## config.mk

```make
export PLATFORM = sky130hd
export DESIGN_NAME = mem_bist_ctrl
export DESIGN_NICKNAME = d
export VERILOG_FILES = /design/src/rtl/mem_bist_ctrl.sv
export SDC_FILE = /design/constraint.sdc
export NUM_CORES = 1
export LEC_CHECK = 0
export ABC_CLOCK_PERIOD_IN_PS = 4600
export CAP_MARGIN = 5
export CORE_AREA = 8 8 83 104
export DETAILED_ROUTE_END_ITERATION = 8
export DIE_AREA = 0 0 91 112
export DONT_BUFFER_PORTS = 1
export GPL_ROUTABILITY_DRIVEN = 0
export PLACE_DENSITY = 0.73
export SLEW_MARGIN = 20
export SYNTH_ARGS = -nofsm -noshare
export SYNTH_HDL_FRONTEND = slang
export SYNTH_SLANG_ARGS = --single-unit
```

## constraint.sdc

```tcl
create_clock -name clk -period 4.6 [get_ports clk]
set_input_delay 0.92 -clock clk [delete_from_list [all_inputs] [get_ports clk]]
set_output_delay 0.92 -clock clk [all_outputs]
set_load 0.01 [all_outputs]
```

## src/rtl/mem_bist_ctrl.sv

```systemverilog
// Built-in self-test controller for a single-port synchronous memory: writes a
// generated pattern to every location, reads it back and compares in hardware.
module mem_bist_ctrl #(
    parameter int unsigned ADDR_W = 5,
    parameter int unsigned DATA_W = 8,
    parameter int unsigned ERR_W  = 8,
    parameter logic [DATA_W-1:0] LFSR_TAPS = DATA_W'(8'hB8)
) (
    input  logic              clk,
    input  logic              rst,
    input  logic              start,
    input  logic [1:0]        mode,
    input  logic [DATA_W-1:0] seed,
    output logic              busy,
    output logic              done,
    output logic              pass,
    output logic [ERR_W-1:0]  err_count,
    output logic [ADDR_W-1:0] fail_addr,
    output logic [DATA_W-1:0] fail_exp,
    output logic [DATA_W-1:0] fail_got,
    output logic [ADDR_W-1:0] mem_addr,
    output logic [DATA_W-1:0] mem_wdata,
    output logic              mem_write,
    output logic              mem_read,
    input  logic [DATA_W-1:0] mem_rdata
);

    localparam int unsigned DEPTH = 2 ** ADDR_W;
    localparam logic [ADDR_W-1:0] LAST_ADDR = ADDR_W'(DEPTH - 1);
    localparam logic [ERR_W-1:0]  ERR_MAX   = '1;

    typedef enum logic [2:0] {IDLE, WRITE, READ, DRAIN, DONE} state_t;

    state_t              state, state_d;
    logic [ADDR_W-1:0]   addr, addr_d;
    logic [DATA_W-1:0]   lfsr, lfsr_d, lfsr_nx;
    logic [1:0]          mode_q, mode_q_d;
    logic [DATA_W-1:0]   seed_q, seed_q_d, seed_eff;
    logic                cmp_vld, cmp_vld_d;
    logic [ADDR_W-1:0]   cmp_addr, cmp_addr_d;
    logic [DATA_W-1:0]   cmp_exp, cmp_exp_d;
    logic                busy_d, done_d, pass_d, mem_write_d, mem_read_d;
    logic [ERR_W-1:0]    err_d;
    logic [ADDR_W-1:0]   fail_addr_d, mem_addr_d;
    logic [DATA_W-1:0]   fail_exp_d, fail_got_d, mem_wdata_d;

    // Right-shifting Galois LFSR step.
    function automatic logic [DATA_W-1:0] lfsr_step(input logic [DATA_W-1:0] l);
        return l[0] ? ((l >> 1) ^ LFSR_TAPS) : (l >> 1);
    endfunction

    // Data pattern for a location; the LFSR value is only used in mode 2.
    function automatic logic [DATA_W-1:0] pattern(input logic [1:0] m,
                                                   input logic [ADDR_W-1:0] a,
                                                   input logic [DATA_W-1:0] l);
        logic [DATA_W-1:0] r;
        r = '0;
        case (m)
            2'd0: r = '0;
            2'd1: r = DATA_W'(a);
            2'd2: r = l;
            2'd3: for (int i = 0; i < int'(DATA_W); i++) r[i] = ~(i[0] ^ a[0]);
            default: r = '0;
        endcase
        return r;
    endfunction

    assign lfsr_nx  = lfsr_step(lfsr);
    assign seed_eff = (seed == '0) ? '1 : seed;

    // Next-state, datapath and registered-output logic.
    always_comb begin
        state_d     = state;
        addr_d      = addr;
        lfsr_d      = lfsr;
        mode_q_d    = mode_q;
        seed_q_d    = seed_q;
        cmp_vld_d   = 1'b0;
        cmp_addr_d  = cmp_addr;
        cmp_exp_d   = cmp_exp;
        busy_d      = busy;
        done_d      = 1'b0;
        pass_d      = pass;
        err_d       = err_count;
        fail_addr_d = fail_addr;
        fail_exp_d  = fail_exp;
        fail_got_d  = fail_got;
        mem_addr_d  = mem_addr;
        mem_wdata_d = mem_wdata;
        mem_write_d = 1'b0;
        mem_read_d  = 1'b0;

        // Compare the read data returned for the previous read cycle.
        if (cmp_vld && (mem_rdata != cmp_exp)) begin
            if (err_count != ERR_MAX) err_d = err_count + ERR_W'(1);
            if (err_count == '0) begin
                fail_addr_d = cmp_addr;
                fail_exp_d  = cmp_exp;
                fail_got_d  = mem_rdata;
            end
        end

        case (state)
            IDLE: begin
                if (start) begin
                    state_d     = WRITE;
                    mode_q_d    = mode;
                    seed_q_d    = seed_eff;
                    err_d       = '0;
                    fail_addr_d = '0;
                    fail_exp_d  = '0;
                    fail_got_d  = '0;
                    pass_d      = 1'b0;
                    busy_d      = 1'b1;
                    addr_d      = '0;
                    lfsr_d      = seed_eff;
                    mem_write_d = 1'b1;
                    mem_addr_d  = '0;
                    mem_wdata_d = pattern(mode, '0, seed_eff);
                end
            end
            WRITE: begin
                if (addr == LAST_ADDR) begin
                    state_d    = READ;
                    addr_d     = '0;
                    lfsr_d     = seed_q;
                    mem_read_d = 1'b1;
                    mem_addr_d = '0;
                end else begin
                    addr_d      = addr + ADDR_W'(1);
                    lfsr_d      = lfsr_nx;
                    mem_write_d = 1'b1;
                    mem_addr_d  = addr + ADDR_W'(1);
                    mem_wdata_d = pattern(mode_q, addr + ADDR_W'(1), lfsr_nx);
                end
            end
            READ: begin
                cmp_vld_d  = 1'b1;
                cmp_addr_d = addr;
                cmp_exp_d  = pattern(mode_q, addr, lfsr);
                lfsr_d     = lfsr_nx;
                if (addr == LAST_ADDR) begin
                    state_d = DRAIN;
                end else begin
                    addr_d     = addr + ADDR_W'(1);
                    mem_read_d = 1'b1;
                    mem_addr_d = addr + ADDR_W'(1);
                end
            end
            DRAIN: begin
                state_d = DONE;
                busy_d  = 1'b0;
                done_d  = 1'b1;
                pass_d  = (err_d == '0);
            end
            DONE: state_d = IDLE;
            default: state_d = IDLE;
        endcase
    end

    always_ff @(posedge clk or posedge rst) begin
        if (rst) begin
            state     <= IDLE;
            addr      <= '0;
            lfsr      <= '0;
            mode_q    <= '0;
            seed_q    <= '0;
            cmp_vld   <= 1'b0;
            cmp_addr  <= '0;
            cmp_exp   <= '0;
            busy      <= 1'b0;
            done      <= 1'b0;
            pass      <= 1'b0;
            err_count <= '0;
            fail_addr <= '0;
            fail_exp  <= '0;
            fail_got  <= '0;
            mem_addr  <= '0;
            mem_wdata <= '0;
            mem_write <= 1'b0;
            mem_read  <= 1'b0;
        end else begin
            state     <= state_d;
            addr      <= addr_d;
            lfsr      <= lfsr_d;
            mode_q    <= mode_q_d;
            seed_q    <= seed_q_d;
            cmp_vld   <= cmp_vld_d;
            cmp_addr  <= cmp_addr_d;
            cmp_exp   <= cmp_exp_d;
            busy      <= busy_d;
            done      <= done_d;
            pass      <= pass_d;
            err_count <= err_d;
            fail_addr <= fail_addr_d;
            fail_exp  <= fail_exp_d;
            fail_got  <= fail_got_d;
            mem_addr  <= mem_addr_d;
            mem_wdata <= mem_wdata_d;
            mem_write <= mem_write_d;
            mem_read  <= mem_read_d;
        end
    end

endmodule

```

Word-level counts from Yosys, hierarchy flattened
Index checks and enable logic that the tools add are counted.
W data, S select, Z words.
- memories: 0
- bits of input ports: 21
- memory bits (writable): 0
- word-level logic and storage cells: 103
- flip-flop bits (word level): 82
- latch bits: 0
- output and inout port bits: 47
- bits in read-only memories: 0
- $add $sub $neg: 2
- mux-type cells: 46
- shift operators: 0
- bitwise operators: 3
- $mul: 0
- equal/unequal tests: 17
- divide/modulo/power cells: 0
- $lt $le $gt $ge: 0
- reduce and logical (&&, ||, !) cells: 17
- operator list (operator ; number):
    $mux W8 ; 18
    $pmux W8 S4 ; 2
    $pmux W8 S3 ; 2
    $mux W5 ; 7
    $logic_not A8 Y1 ; 3
    $pmux W8 S2 ; 1
    $pmux W5 S3 ; 1
    $pmux W3 S4 ; 1
    $ne A2 B2 Y1 const B ; 5
    $mux W3 ; 3
    $reduce_and A3 Y1 ; 3
    $add A8 B1 Y8 const B ; 1
    $eq A2 B2 Y1 const B ; 4
    $ne A8 B8 Y1 ; 1
    $ne A8 B8 Y1 const B ; 1
    $pmux W1 S2 ; 4
    $mux W1 ; 7
    $eq A3 B2 Y1 const B ; 2
    $reduce_and A2 Y1 ; 3
    $add A5 B1 Y5 const B ; 1
    $eq A5 B5 Y1 const B ; 1
    $eq A2 B1 Y1 const B ; 2
    $logic_not A2 Y1 ; 2
    $not A3 Y4 ; 1
    7 further kinds ; 9

Longest topological paths before layout
- depth after elaboration: 5
- mapped depth: 8
- gate-level depth less buffers: 8

Worst setup path after synthesis
OpenSTA, ideal clock, no wires.
- path kind: input port to flip-flop
- from: input port seed[4]
- to: register mem_wdata[2]
- cell stages on the path: 6
- setup slack: 2.283 ns
- arrival time: 2.240 ns
- library setup time: 0.077 ns
- required time: 4.523 ns
- path buffers: 1
- path through: or4_4 nor4b_4 buf_6 nor3_1 o22a_1 o21ai_1
- longest elaborated chain between the ends: 5
- ends and longest elaborated chain (element ; line ; source):
    start, declared ; 13 ; input logic [DATA_W-1:0] seed,
    $logic_not A8 Y1 ; 69 ; assign seed_eff = (seed == '0) ? '1 : seed;
    $mux W8 ; 69 ;
    $pmux W8 S3 ; 58 ; case (m)
    $mux W8 ; 105 ; if (start) begin
    $pmux W8 S2 ; 103 ; case (state)
    end signal, assigned ; 199 ; mem_wdata <= mem_wdata_d;
    end, declared ; 22 ; output logic [DATA_W-1:0] mem_wdata,
Every way passes these cells. The select of a mux whose other input is x is not followed.
A chain may end at the register's enable or synchronous reset.

Final worst setup path
- from: register addr[0]
- to: register mem_wdata[3]
- longest elaborated chain between the ends: 4
- elaborated cells between the ends (all ways): 7
- those cells by class: add/sub (1); eq/ne (2); mux (3); reduce/logical (1)
- ends and longest elaborated chain (element ; line ; source):
    start, declared ; 35 ; logic [ADDR_W-1:0] addr, addr_d;
    start signal, assigned ; 184 ; addr <= addr_d;
    $add A5 B1 Y5 ; 134 ; mem_wdata_d = pattern(mode_q, addr + ADDR_W'(1), lfsr_nx);
    $pmux W8 S4 ; 58 ;
    $mux W8 ; 123 ; if (addr == LAST_ADDR) begin
    $pmux W8 S2 ; 103 ;
Several ways; a longest one is shown, not always the timed one. The select of a mux whose other input is x is not followed.

==> impl_summary.md <==
Logic synthesis
The net count after synthesis is 463. For this run, the register share of the synthesized area comes to 0.495. The most area-hungry cell type in the Yosys netlist is dfrtp_1.

The most used flip-flop cell after synthesis is dfrtp_1. Counting flops and latches in the post-synthesis netlist gives 82. Yosys printed 0 warnings. Sorting the synthesized cells by area gives the leading types as dfrtp_1, mux2i_1, nor2_1. The average footprint of a synthesized cell is 9.46 sq um. By count the netlist is led by dfrtp_1, nor2_1, nand2_1, o21ai_0, mux2i_1. The synthesized netlist occupies a cell area of 0.00414 sq mm.

The netlist uses 55 different library cells. The dominant cell by count in the synthesized netlist is dfrtp_1. Of all flip-flops after synthesis, the portion carrying an async set or reset was 1.00. The cell count after synthesis is 438. Of the post-synthesis cell area, the dominant cell type holds 0.495.

The number of enable flip-flop cells after synthesis is 0.

STA
Dividing the final minimum period by the clock period gives 0.610. Timing would allow up to 0.356 GHz. Setup violations remaining at the end of the flow were counted as 0.

The setup slack of the critical path after layout is 1.79 ns. Setup repair after global routing left no endpoint under its margin. Adding up every negative setup slack in the final design gives 0 ns. The final number of hold-violating endpoints was 0. At the pin with the least slew margin, the transition time is 0.999 ns. The total count of max-transition violations in the final report is 0. For the final database, setup skew stands at 0.00867 ns. The clock period could shrink to 2.81 ns. In this run the tightest slew margin relative to its limit is 0.330.

Floorplanning
The vertical die dimension is 112 um. The number of ports placed on the die boundary is 68. Row generation in the floorplan step produced 35 rows.

The starting density of the core is 0.584. The die outline width is 91 um. The core box area is 0.00709 sq mm. The die covers 0.0102 sq mm.

Power
The fraction of power consumed by combinational cells is 0.300. Of the total power, registers draw 0.449. The clock share of power is 0.251. The power density of the placed cells is 574 mW/mm^2. The total leakage power is 1.94 nW. Cell internal power was estimated by the tool at 1.59 mW. The switching fraction of total power is 0.369. The analysis attributes to net switching a power of 0.928 mW. The worst-case IR drop observed on VDD is 325 uV.

Route
In the final routed layout, each cell accounts on average for 18.2 um. In the routed layout, each cell is associated on average with a via count of 6.11. The violation count after the first detailed-routing iteration is 210. The wire length reported by the detailed router is 9.43 mm. After detailed routing, the number of remaining DRC violations is 0. The first TritonRoute pass finished after 7 iterations. The detail route stage leaves a number of antenna-violating nets equal to 0.

The routed layout has 3163 vias.

Critical path
The worst setup path is of the reg -> reg kind. The setup check on the worst reg-to-reg path leaves a slack of 1.79 ns. Data on the critical path is required at its endpoint by 4.85 ns.

STA puts the critical path data arrival time at 3.05 ns. Of all nets on the critical path, the largest fanout is 16. STA classifies the critical path endpoint as a register.

The startpoint kind of the worst setup timing path is a register.

Finish
For this run, the post-layout net count is 446. After routing the design area is 0.00438 sq mm. 0 antenna diodes ended up in the layout.

The number of fill cells in the layout is 615. The area growth from synthesis to layout is 5.80%. Leaving out filler cells and counting taps, the final layout contains 518.

In the final layout, the share of cells above drive strength 1 is 0.0681. Measured on the finished design, the core utilization comes to 0.618.

Place
Detailed placement ended at an HPWL of 6.72 mm. The number of placed instances with taps included is 502. The pre-CTS setup slack is 1.69 ns.

The number of buffers inserted by port buffering is 0. The placed standard-cell area is 0.00414 sq mm.

CTS
Clock-pin slew was measured on the worst setup and hold paths at 0.09 ns. The later pin in the worst-skew pair is clocked with a latency of 0.35 ns. The root buffer selected by CTS is clkbuf_8. The H-tree was split into 3 levels. The buffer depth of the longest clock path is 2. The number of setup buffers added after CTS is 0. Gates resized during post-CTS repair numbered 0.

The number of clock buffers inserted by TritonCTS is 9. For this design, the CTS-stage hold fixing added 0 buffers. The number of sinks driven by the clock tree is 82.

The clock tree from TritonCTS is yes.

Global routing
The first global-routing pass estimated 15.8 mm of wire. The number of global-route vias before repair is 3113. Across every metal layer, demand over resource in global routing totals 0.190. The initial antenna violation count is 0. Summed over all layers, the global routing overflow is 0. The maximum number of pins on one net before global-route repair is 46.

Run
Across the run, the number of max-cap violations was 0.

Status
The run finished with clean final reports.

Min path
The class of the most critical hold timing path is reg -> reg.
## final cells by class
| type | count | area, sq um | area share |
|---|---|---|---|
| sequential | 82 | 2050 | 0.468 |
| multi-input combinational | 308 | 1890 | 0.431 |
| clock buffer | 10 | 128 | 0.0291 |
| tap | 92 | 115 | 0.0263 |
| clock inverter | 6 | 113 | 0.0257 |
| inverter | 18 | 68.8 | 0.0157 |
| timing repair buffer | 2 | 15.0 | 0.00343 |
## layer usage
metal	GRT usage	up-vias	part of all wire
li1	-	1501	-
met1	0.229	1495	0.39
met2	0.305	146	0.48
met3	0.0599	21	0.10
met4	0.0832	0	0.029
met5	0	-	0
## logic make-up (layout without fill, tap and decap cells)
| logic type | Yosys count | after routing | share of synthesized area |
|---|---|---|---|
| multiplexers | 25 | 25 | 0.0610 |
| AO/OA/AOI/OAI | 114 | 114 | 0.177 |
| XOR/XNOR | 17 | 17 | 0.0360 |
| AND/OR/NAND/NOR | 148 | 148 | 0.170 |
| adder cells (fa/ha/maj) | 4 | 4 | 0.0121 |
| flip-flops | 82 | 82 | 0.495 |
| buffers and inverters | 48 | 36 | 0.0483 |
## sequential cells by signal, indices dropped and copies added, names as in the netlist
| signal | cells |
|---|---|
| pass | 1 |
| fail_addr | 5 |
| mem_wdata | 8 |
| err_count | 8 |
| busy | 1 |
| done | 1 |
| fail_exp | 8 |
| mem_read | 1 |
| fail_got | 8 |
| cmp_addr | 5 |
| lfsr | 8 |
| cmp_vld | 1 |
| seed_q | 8 |
| mem_write | 1 |
| mode_q | 2 |
| addr | 5 |
| cmp_exp | 8 |
| state | 3 |
## power by group through the flow
stage,sequential [mW],combinational [mW],clock (mW)
2_1_floorplan,1.03,0.675,0
3_3_place_gp,1.13,0.729,0
3_5_place_dp,1.14,0.750,0
4_1_cts,1.13,0.754,0.642
5_1_grt,1.16,0.847,0.670
6_report,1.13,0.754,0.632
## path summary, 6_finish.rpt
kind | from | end | cells after the start
hold / removal | cmp_addr[0] | cmp_addr[0] | 2
max in group asynchronous | rst | done | 2
setup reg to reg | addr[0] | mem_wdata[3] | 8
hold reg to reg | cmp_addr[0] | cmp_addr[0] | 2
setup / recovery | addr[0] | mem_wdata[3] | 8
min in group asynchronous | rst | state[1] | 1
## through the flow
| step | total power, mW | hold WS, ns |
|---|---|---|
| final | 2.52 | 0.490 |
| after global routing | 2.67 | 0.517 |
| after CTS | 2.52 | 0.491 |
| after detailed placement | 1.89 | 0.470 |
| after global placement | 1.86 | 0.464 |
| after floorplan | 1.70 | 0.446 |
## layout by cell type (no fill, tap or decap), types with 11 or more instances in the layout
cell type / n
dfrtp_1: 82
mux2i_1: 23
inv_1: 17
o21ai_0: 28
a21oi_1: 18
xor2_1: 11
o21ai_1: 13
nor3_1: 12
nor2_1: 56
nand2_1: 42
## worst max-delay path: stages, from the launching register on
cell and delay, ns:
dfrtp_1 0.66, ha_1 0.31, and3_1 0.17, ha_1 0.36, nor2b_1 0.09, o21ai_1 0.78, inv_1 0.13, o21ai_0 0.12
nand2_1 0.07
Power figures use the tool's default switching activity.
